==> src/rtl/qspi_pkg.sv <==
// Shared opcodes, FSM states and status-register layout for the SPI-NOR responder.
package qspi_pkg;

  localparam logic [7:0] OP_READ = 8'h03;
  localparam logic [7:0] OP_PP   = 8'h02;
  localparam logic [7:0] OP_RDSR = 8'h05;
  localparam logic [7:0] OP_RDID = 8'h9F;
  localparam logic [7:0] OP_WREN = 8'h06;
  localparam logic [7:0] OP_WRDI = 8'h04;

  localparam int SR_WIP = 0;
  localparam int SR_WEL = 1;

  typedef enum logic [2:0] {
    IDLE, CMD, ADDR, RD_DATA, TX_REG, WR_DATA, IGNORE
  } state_e;

endpackage

==> src/rtl/qspi_sync_edge.sv <==
// Multi-flop synchronizer with single-cycle rise/fall pulses on the synchronized value.
module qspi_sync_edge #(
  parameter int   STAGES  = 2,
  parameter logic RST_VAL = 1'b0
) (
  input  logic clk,
  input  logic rst_n,
  input  logic d,
  output logic q,
  output logic rise,
  output logic fall
);
  logic [STAGES-1:0] sync;
  logic              prev;

  // shift the pin through the synchronizer and keep one delayed copy for edge detect
  always_ff @(posedge clk or negedge rst_n) begin
    if (!rst_n) begin
      sync <= {STAGES{RST_VAL}};
      prev <= RST_VAL;
    end else begin
      sync <= {sync[STAGES-2:0], d};
      prev <= sync[STAGES-1];
    end
  end

  assign q    = sync[STAGES-1];
  assign rise = q & ~prev;
  assign fall = ~q & prev;

endmodule

==> src/rtl/qspi_target.sv <==
// SPI-NOR flash responder (1-1-1, mode 0) serving a byte-wide synchronous memory port.
module qspi_target
  import qspi_pkg::*;
#(
  parameter int          ADDR_W      = 16,
  parameter logic [23:0] JEDEC_ID    = 24'hEF4017,
  parameter int          PROG_CYCLES = 1024,
  parameter int          SYNC_STAGES = 2
) (
  input  logic              clk,
  input  logic              rst_n,
  input  logic              sclk,
  input  logic              cs_n,
  input  logic              io0_i,
  output logic              io1_o,
  output logic              io1_oe,
  output logic [ADDR_W-1:0] mem_addr,
  output logic              mem_rd_en,
  input  logic [7:0]        mem_rdata,
  output logic              mem_wr_en,
  output logic [7:0]        mem_wdata,
  output logic              wip,
  output logic              wel
);
  localparam int BUSY_W = $clog2(PROG_CYCLES + 1);

  logic sclk_rise, sclk_fall, cs_rise, cs_fall, io0_s;
  logic unused_sclk_q, unused_cs_q, unused_io0_rise, unused_io0_fall;

  qspi_sync_edge #(.STAGES(SYNC_STAGES), .RST_VAL(1'b0)) u_sync_sclk (
    .clk(clk), .rst_n(rst_n), .d(sclk),
    .q(unused_sclk_q), .rise(sclk_rise), .fall(sclk_fall));

  // cs_n idles high, so its synchronizer resets high to avoid a phantom edge
  qspi_sync_edge #(.STAGES(SYNC_STAGES), .RST_VAL(1'b1)) u_sync_cs (
    .clk(clk), .rst_n(rst_n), .d(cs_n),
    .q(unused_cs_q), .rise(cs_rise), .fall(cs_fall));

  qspi_sync_edge #(.STAGES(SYNC_STAGES), .RST_VAL(1'b0)) u_sync_io0 (
    .clk(clk), .rst_n(rst_n), .d(io0_i),
    .q(io0_s), .rise(unused_io0_rise), .fall(unused_io0_fall));

  state_e              state, state_d;
  logic [4:0]          bit_cnt;
  logic [2:0]          tx_cnt;
  logic [6:0]          rx_sr;
  logic [7:0]          rx_next;
  logic [6:0]          tx_sr;
  logic [7:0]          tx_byte;
  logic [7:0]          pref;
  logic                rd_pend;
  logic [ADDR_W-1:0]   addr;
  logic [BUSY_W-1:0]   busy_cnt;
  logic                is_pp, reg_is_id, set_wel, clr_wel, wrote_any;
  logic [1:0]          id_idx;

  assign rx_next  = {rx_sr, io0_s};
  assign mem_addr = addr;
  assign wip      = (busy_cnt != '0);
  assign io1_oe   = (state == RD_DATA) || (state == TX_REG);

  // page-program address step: offset wraps inside the 256-byte page
  function automatic logic [ADDR_W-1:0] page_inc(input logic [ADDR_W-1:0] a);
    logic [23:0] w;
    w      = 24'(a);
    w[7:0] = w[7:0] + 8'd1;
    return w[ADDR_W-1:0];
  endfunction

  // state register
  always_ff @(posedge clk or negedge rst_n) begin
    if (!rst_n) state <= IDLE;
    else        state <= state_d;
  end

  // next-state decode; a cs_n rise always wins and returns to IDLE
  always_comb begin
    state_d = state;
    unique case (state)
      IDLE: if (cs_fall) state_d = CMD;
      CMD: if (sclk_rise && bit_cnt == 5'd7) begin
        if (wip && rx_next != OP_RDSR) state_d = IGNORE;
        else begin
          case (rx_next)
            OP_READ:          state_d = ADDR;
            OP_PP:            state_d = wel ? ADDR : IGNORE;
            OP_RDSR, OP_RDID: state_d = TX_REG;
            default:          state_d = IGNORE;
          endcase
        end
      end
      ADDR: if (sclk_rise && bit_cnt == 5'd23) state_d = is_pp ? WR_DATA : RD_DATA;
      default: ;
    endcase
    if (cs_rise) state_d = IDLE;
  end

  // byte presented at the first fall of each output byte; status is sampled live
  always_comb begin
    tx_byte = 8'h00;
    if (state == RD_DATA) tx_byte = pref;
    else if (reg_is_id) begin
      case (id_idx)
        2'd0:    tx_byte = JEDEC_ID[23:16];
        2'd1:    tx_byte = JEDEC_ID[15:8];
        2'd2:    tx_byte = JEDEC_ID[7:0];
        default: tx_byte = 8'h00;
      endcase
    end else begin
      tx_byte[SR_WIP] = wip;
      tx_byte[SR_WEL] = wel;
    end
  end

  // datapath: shift registers, memory strobes, prefetch, status latches and busy timer
  always_ff @(posedge clk or negedge rst_n) begin
    if (!rst_n) begin
      bit_cnt   <= '0;
      tx_cnt    <= '0;
      rx_sr     <= '0;
      tx_sr     <= '0;
      pref      <= '0;
      rd_pend   <= 1'b0;
      addr      <= '0;
      busy_cnt  <= '0;
      is_pp     <= 1'b0;
      reg_is_id <= 1'b0;
      set_wel   <= 1'b0;
      clr_wel   <= 1'b0;
      wrote_any <= 1'b0;
      id_idx    <= '0;
      wel       <= 1'b0;
      io1_o     <= 1'b0;
      mem_rd_en <= 1'b0;
      mem_wr_en <= 1'b0;
      mem_wdata <= '0;
    end else begin
      mem_rd_en <= 1'b0;
      mem_wr_en <= 1'b0;
      rd_pend   <= mem_rd_en;
      if (rd_pend)   pref <= mem_rdata;
      if (mem_wr_en) addr <= page_inc(addr);
      if (busy_cnt != '0) busy_cnt <= busy_cnt - BUSY_W'(1);

      if (cs_fall && state == IDLE) begin
        bit_cnt   <= '0;
        tx_cnt    <= '0;
        id_idx    <= '0;
        set_wel   <= 1'b0;
        clr_wel   <= 1'b0;
        wrote_any <= 1'b0;
        io1_o     <= 1'b0;
      end

      if (sclk_rise) begin
        rx_sr   <= rx_next[6:0];
        bit_cnt <= bit_cnt + 5'd1;
        unique case (state)
          CMD: if (bit_cnt == 5'd7) begin
            bit_cnt   <= '0;
            is_pp     <= (rx_next == OP_PP);
            reg_is_id <= (rx_next == OP_RDID);
            set_wel   <= (rx_next == OP_WREN) && !wip;
            clr_wel   <= (rx_next == OP_WRDI) && !wip;
          end
          ADDR: begin
            addr <= {addr[ADDR_W-2:0], io0_s};
            if (bit_cnt == 5'd23) begin
              bit_cnt   <= '0;
              mem_rd_en <= !is_pp;
            end
          end
          RD_DATA: if (bit_cnt == 5'd7) begin
            // prefetch the following byte while the current one shifts out
            bit_cnt   <= '0;
            addr      <= addr + ADDR_W'(1);
            mem_rd_en <= 1'b1;
          end
          WR_DATA: if (bit_cnt == 5'd7) begin
            bit_cnt   <= '0;
            mem_wr_en <= 1'b1;
            mem_wdata <= rx_next;
            wrote_any <= 1'b1;
          end
          default: ;
        endcase
      end

      if (sclk_fall && (state == RD_DATA || state == TX_REG)) begin
        tx_cnt <= tx_cnt + 3'd1;
        if (tx_cnt == 3'd0) begin
          io1_o <= tx_byte[7];
          tx_sr <= tx_byte[6:0];
          if (reg_is_id && id_idx != 2'd3) id_idx <= id_idx + 2'd1;
        end else begin
          io1_o <= tx_sr[6];
          tx_sr <= {tx_sr[5:0], 1'b0};
        end
      end

      if (cs_rise) begin
        if (set_wel) wel <= 1'b1;
        if (clr_wel) wel <= 1'b0;
        if (state == WR_DATA && wrote_any) begin
          wel      <= 1'b0;
          busy_cnt <= BUSY_W'(PROG_CYCLES);
        end
        set_wel <= 1'b0;
        clr_wel <= 1'b0;
      end
    end
  end

endmodule

==> config.mk <==
export PLATFORM = sky130hd
export DESIGN_NAME = qspi_target
export DESIGN_NICKNAME = d
export VERILOG_FILES = /design/src/rtl/qspi_pkg.sv /design/src/rtl/qspi_sync_edge.sv /design/src/rtl/qspi_target.sv
export SDC_FILE = /design/constraint.sdc
export NUM_CORES = 1
export LEC_CHECK = 0
export ABC_AREA = 0
export CAP_MARGIN = 20
export CORE_MARGIN = 3
export CORE_UTILIZATION = 40
export DETAILED_ROUTE_END_ITERATION = 10
export PLACE_DENSITY_LB_ADDON = 0.05
export SLEW_MARGIN = 20
export SYNTH_ARGS = -nofsm -noshare
export SYNTH_HDL_FRONTEND = slang
export SYNTH_SLANG_ARGS = --single-unit
==> constraint.sdc <==
create_clock -name clk -period 2.49 [get_ports clk]
set_clock_uncertainty 0.15 [all_clocks]
set_input_delay 0.498 -clock clk [delete_from_list [all_inputs] [get_ports clk]]
set_output_delay 0.498 -clock clk [all_outputs]
set_load 0.01 [all_outputs]
==> impl_metrics.py, run 1 <==
metrics = {
    "timing": {
        "rsz0062_at_grt": "false",
        "holdWs_ns": 0.0185,
        "setup_viol": 0,
        "fin_crit_sh_pct": 95.1,
        "drv_slew": 0,
        "slew_headroom_pct": 56.0,
        "worst_slew_pin_slew_ns": 0.655,
        "hold_viol_final": 0,
        "fin_tns_setup_ns": 0,
        "fmax_mhz": 422,
        "period_minus_slack_ns": 2.37,
    },
    "place": {
        "port_buffers": 42,
        "gp_congestion": 0.844,
        "dp_hpwl_mm": 7.24,
    },
    "critical_path": {
        "critPathLaunchType": "flip-flop",
        "rrSetupSlack_ns": 0.35,
        "arrival_ns": 1.72,
        "endpoint_kind": "output pin",
        "crit_fanout": 9,
        "path_class": "reg2out",
        "worstPathRequired_ns": 1.84,
    },
    "global_routing": {
        "grt_usage_pct": 17.2,
        "grt_overflow": 0,
        "grt_pass1_wl_mm": 17.7,
        "antenna_found_initial": 0,
        "first_global_vias": 3625,
        "grt_max_degree": 47,
    },
    "yosys": {
        "ys_ff_latch": 88,
        "netlist_instances": 473,
        "ys_types": 59,
        "synth_common_cells": "dfrtp_1, nand2_1, nor2_1",
        "synth.yosys.seq_area_share_pct": 48.9,
        "synth_area_leader_cell": "dfrtp_1",
        "netlist_area_um2": 4510,
        "synth_area_leaders": "dfrtp_1, nand2_1, mux2_2, a21oi_1, o21ai_0",
        "yosysWarnings": 0,
        "synth_top_cell_area_share_pct": 47.1,
        "synthesis.nets": 497,
        "synth-edff-count": 0,
        "async_flop_share_pct": 100,
        "post-synth-top-count-cell": "dfrtp_1",
        "synth_ff_type": "dfrtp_1",
        "syn_area_per_cell_um2": 9.54,
    },
    "final_layout": {
        "drive_gt1_share_pct": 12.9,
        "nFillCells": 1048,
        "nNetsFinal": 545,
        "final_core_util_pct": 49.7,
        "area_delta_synth_final_pct": 20.5,
        "antenna_cells": 0,
    },
    "clocking": {
        "clkTransAtPathRegs_ns": 0.06,
        "cts_buffers": 9,
        "cts_hold_buf": 0,
        "root_buffer": "clkbuf_16",
        "cts-htree-levels": 3,
        "clk_latency_ns": 0.34,
        "cts_setup_buffers": 0,
        "tritoncts": "done",
        "cts_buffer_depth": 2,
        "clkSinkCount": 88,
    },
    "die": {
        "die_area_um2": 12600,
        "initial_core_util_pct": 41.3,
        "die_w_um": 112,
        "rows": 38,
        "die_h_um": 112,
        "core-area_um2": 10900,
        "pin_count": 43,
    },
    "route": {
        "drc_errors": 0,
        "routed_via_density": 5.45,
        "wirelength_mm": 10.2,
        "vias": 3633,
        "avgRoutedWirePerCell_um": 15.3,
        "drt_iter0_drc": 178,
        "ant_nets": 0,
        "drt-pass1-iter-count": 5,
    },
    "worst_hold_path": {
        "hp-class": "in2async",
    },
    "power_and_ir_drop": {
        "p_per_area_nw_per_um2": 821,
        "p_total_uw": 4470,
        "vdd_drop_max_uv": 408,
        "p_leak_uw": 0.00231,
    },
    "status": {
        "status": "complete, no violations",
    },
    "run": {
        "cap_viol_max_count": 0,
    },
}
## cell families (layout without fill, tap and decap cells)
family | count (synthesis) | after routing | share of synthesized area, %
compound gates | 117 | 117 | 15.8
xor+xnor | 17 | 17 | 3.30
fa+ha+maj | 11 | 11 | 3.05
buf+inv | 43 | 96 | 3.80
flops | 88 | 88 | 48.9
mux | 19 | 19 | 4.68
simple gates | 178 | 178 | 20.5
## layer usage
| layer | GRT usage (%) | routed length [um] | up-vias |
|---|---|---|---|
| met4 | 6.97 | 157 | 0 |
| met5 | 0 | 0 | - |
| met3 | 3.34 | 437 | 14 |
| li1 | - | - | 1790 |
| met2 | 26.5 | 4620 | 80 |
| met1 | 24.1 | 5000 | 1749 |
## per-stage QoR
step	cells	cell area (um^2)	setup slack, ns
after floorplan	473	4510	0.501
after global placement	650	5170	0.358
after detailed placement	650	5170	0.333
after CTS	666	5430	0.0659
after global routing	666	5440	0.0482
final	666	5440	0.123
## area by class of cell
type                       count  area (um^2)  area share (%)
inverter                      18         67.6            1.24
clock buffer                  13          250            4.60
timing repair buffer          62          579            10.7
tap                          140          175            3.22
clock inverter                 3         18.8           0.345
sequential                    88         2210            40.6
multi-input combinational    342         2140            39.4
## critical path, stage by stage (launching register included)
cell,delay [ns]
dfrtp_1,0.46
nand2b_1,0.20
o21ai_2,0.16
clkdlybuf4s50_1,0.56
## flip-flops by register name, indices dropped and copies added (netlist names), 5 cells and up
signal and cells:
tx_sr 7, busy_cnt 11, pref 8, rx_sr 7, bit_cnt 5, mem_wdata 8, mem_addr 16
## cell usage in the layout, fill, tap and decap left out, types with 5 or more instances in the layout
master / instances
o21ai_0: 31
xor2_1: 11
buf_4: 20
dfrtp_1: 85
o211ai_1: 6
o21ai_1: 8
ha_1: 11
clkbuf_16: 9
nand3_1: 16
o22ai_1: 5
nand3b_1: 5
clkdlybuf4s50_1: 40
nand4_1: 5
nand2_1: 59
mux2_2: 17
nor3_1: 9
nor2_1: 37
xnor2_1: 6
a22oi_1: 6
nand2b_1: 9
inv_1: 18
a21oi_1: 33
nor4_1: 8
## final timing paths
path | start | to | depth (start not counted)
setup reg to reg | bit_cnt[0] | state[1] | 7
hold / removal | rst_n | mem_addr[11] | 1
setup / recovery | state[1] | io1_oe | 3
max in group asynchronous | rst_n | mem_wdata[5] | 2
hold reg to reg | u_sync_sclk.sync[0] | u_sync_sclk.sync[1] | 0
min in group clk | u_sync_sclk.sync[0] | u_sync_sclk.sync[1] | 0
## where the power goes
group          internal [uW]  switching [uW]  total [uW]  leakage [uW]
clock network            703             549        1250      0.000134
registers               1660             338        2000       0.00117
logic                    571             641        1210       0.00101
total                   2940            1530        4470       0.00231
## timing repair
action,in CTS,in global routing
endpoints found under the hold margin,0,0
gates resized for setup,2,1
setup endpoints to repair,2,1
gates cloned,0,0
No activity file was read; power rests on OpenSTA's default activity.
==> inputs of run 2 (changes only) <==
--- a/config.mk
+++ b/config.mk
@@ -11,6 +11,7 @@
 export CORE_UTILIZATION = 40
 export DETAILED_ROUTE_END_ITERATION = 10
 export PLACE_DENSITY_LB_ADDON = 0.05
+export RECOVER_POWER = 100
 export SLEW_MARGIN = 20
 export SYNTH_ARGS = -nofsm -noshare
 export SYNTH_HDL_FRONTEND = slang
==> run 2 against run 1 <==
  * Combinational power down 4%
  * Hold slack improved by 0.18 ns
  * Critical endpoint unchanged
  * Wire length fell by 0.28%
  * Count of clock-buffer cells in the layout unchanged
  * Non-clock buffer count did not move
  * Sequential power is essentially flat
  * Core utilization is 0.56 points lower
==> impl_metrics.py, run 2 (synthesis results as in run 1) <==
metrics = {
    "status": {
        "status": "complete, no violations",
    },
    "timing": {
        "setup_viol": 0,
        "slew_headroom_pct": 20.2,
        "holdWs_ns": 0.200,
        "fin_crit_sh_pct": 95.2,
        "rsz0062_at_grt": "false",
        "drv_slew": 0,
        "worst_slew_pin_slew_ns": 1.20,
        "fin_tns_setup_ns": 0,
        "period_minus_slack_ns": 2.37,
        "hold_viol_final": 0,
        "fmax_mhz": 422,
    },
    "route": {
        "avgRoutedWirePerCell_um": 15.3,
        "drt_iter0_drc": 204,
        "routed_via_density": 5.44,
        "vias": 3621,
        "drt-pass1-iter-count": 4,
        "drc_errors": 0,
        "ant_nets": 0,
        "wirelength_mm": 10.2,
    },
    "final_layout": {
        "register_area_um2": 2210,
        "antenna_cells": 0,
        "largest_register_ffs": 16,
        "multiInputGateArea_um2": 2130,
        "nFillCells": 1061,
        "final-instance-count-excl-fill": 666,
        "mostFrequentLayoutCells": "dfrtp_1, nand2_1, o21ai_0, nor2_1, a21oi_1",
        "area_delta_synth_final_pct": 19.1,
        "nNetsFinal": 545,
        "drive_gt1_share_pct": 10.5,
        "final_common_cell": "dfrtp_1",
    },
    "power_and_ir_drop": {
        "comb_power_share_pct": 26.3,
        "p_per_area_nw_per_um2": 819,
        "pwr-share-clk_pct": 28.4,
        "p_sw_uw": 1520,
        "intPower_uw": 2890,
        "p_sw_share_pct": 34.4,
        "seq_power_share_pct": 45.3,
        "p_leak_uw": 0.00236,
        "vdd_drop_max_uv": 401,
    },
    "critical_path": {
        "r2r-start": "u_sync_sclk.prev",
        "worstReg2RegEnd": "mem_addr[7]",
        "worstRegToRegCells": 7,
        "crit_end": "io1_oe",
        "endpoint_kind": "output pin",
        "crit_fanout": 9,
        "arrival_ns": 1.72,
        "rrSetupSlack_ns": 0.29,
        "worstPathRequired_ns": 1.84,
        "critPathLaunchType": "flip-flop",
        "path_class": "reg2out",
        "crit_start": "state[1]",
    },
    "place": {
        "gp_congestion": 0.844,
        "dp_hpwl_mm": 7.24,
        "port_buffers": 42,
        "placed_cells": 650,
    },
    "global_routing": {
        "gr-max-usage-layer": "met2",
        "antenna_found_initial": 0,
        "grtUsageMet2_pct": 26.5,
        "grt_overflow": 0,
        "grt_max_degree": 47,
        "first_global_vias": 3625,
        "met1_usage_pct": 24.1,
        "met3_usage_pct": 3.34,
        "grt_usage_pct": 17.2,
        "grt_pass1_wl_mm": 17.7,
    },
    "clocking": {
        "tritoncts": "done",
        "cts_hold_buf": 0,
        "clkTransAtPathRegs_ns": 0.06,
        "cts-htree-levels": 3,
        "clkSinkCount": 88,
        "root_buffer": "clkbuf_16",
        "clk_latency_ns": 0.34,
        "cts_buffer_depth": 2,
        "cts_buffers": 9,
    },
    "die": {
        "initial_core_util_pct": 41.3,
        "core-area_um2": 10900,
        "die_area_um2": 12600,
        "die_w_um": 112,
        "die_h_um": 112,
        "rows": 38,
        "pin_count": 43,
    },
    "run": {
        "cap_viol_max_count": 0,
    },
    "worst_hold_path": {
        "worstHoldPathCells": 0,
        "hp-class": "reg2reg",
    },
}
[run 2: changes by cell type in the layout (fill, tap and decap cells not counted), sizes merged]
cell           change
dlygate4sd3       +31
clkbuf            +12
buf               -12
clkdlybuf4s50     -31
[run 2: critical path, cell delays in order (launching register included)]
cell and delay, ns:
dfrtp_1 0.46, nand2b_1 0.20, o21ai_2 0.16, clkdlybuf4s50_1 0.56
[run 2: worst min path at each step]
stage / startpoint / slack (ns) / endpoint
after floorplan: rst_n / 0.05 / bit_cnt[0]
after global placement: u_sync_sclk.sync[0] / 0.19 / u_sync_sclk.sync[1]
after detailed placement: u_sync_sclk.sync[0] / 0.19 / u_sync_sclk.sync[1]
after CTS: rst_n / 0.05 / mem_addr[11]
after global routing: u_sync_io0.sync[0] / 0.21 / u_sync_io0.sync[1]
final: u_sync_sclk.sync[0] / 0.20 / u_sync_sclk.sync[1]
[run 2: per-stage QoR]
step	cell area [um^2]	util, %	setup slack (ns)	total power, uW
finish	5380	49.2	0.119	4410
global route	5380	49.2	0.0482	4710
CTS	5430	49.7	0.0659	4510
detailed placement	5170	47.2	0.333	3230
global placement	5170	47.2	0.358	3210
floorplan	4510	-	0.501	2760
[run 2: layer usage]
metal / vias up / wire length, um
li1: 1789 / -
met1: 1739 / 5010
met2: 79 / 4610
met4: 0 / 157
met5: - / 0
met3: 14 / 407
[run 2: final cells by class]
cell class,instances,share of cell area (%)
tap,140,3.26
clock buffer,13,4.65
inverter,18,1.26
multi-input combinational,342,39.6
timing repair buffer,62,9.82
clock inverter,3,0.349
sequential,88,41.0
[run 2: power groups by stage]
stage / Combinational [uW] / Sequential [uW] / Clock (uW)
floorplan: 859 / 1900 / 0
global placement: 1200 / 2010 / 0
detailed placement: 1210 / 2020 / 0
CTS: 1210 / 1990 / 1300
global route: 1310 / 2050 / 1350
finish: 1160 / 2000 / 1250
[run 2: what timing repair did]
item	4_1_cts	5_1_grt
setup buffers	0	0
cloned	0	0
setup endpoints to repair	2	1
resized for setup	2	1
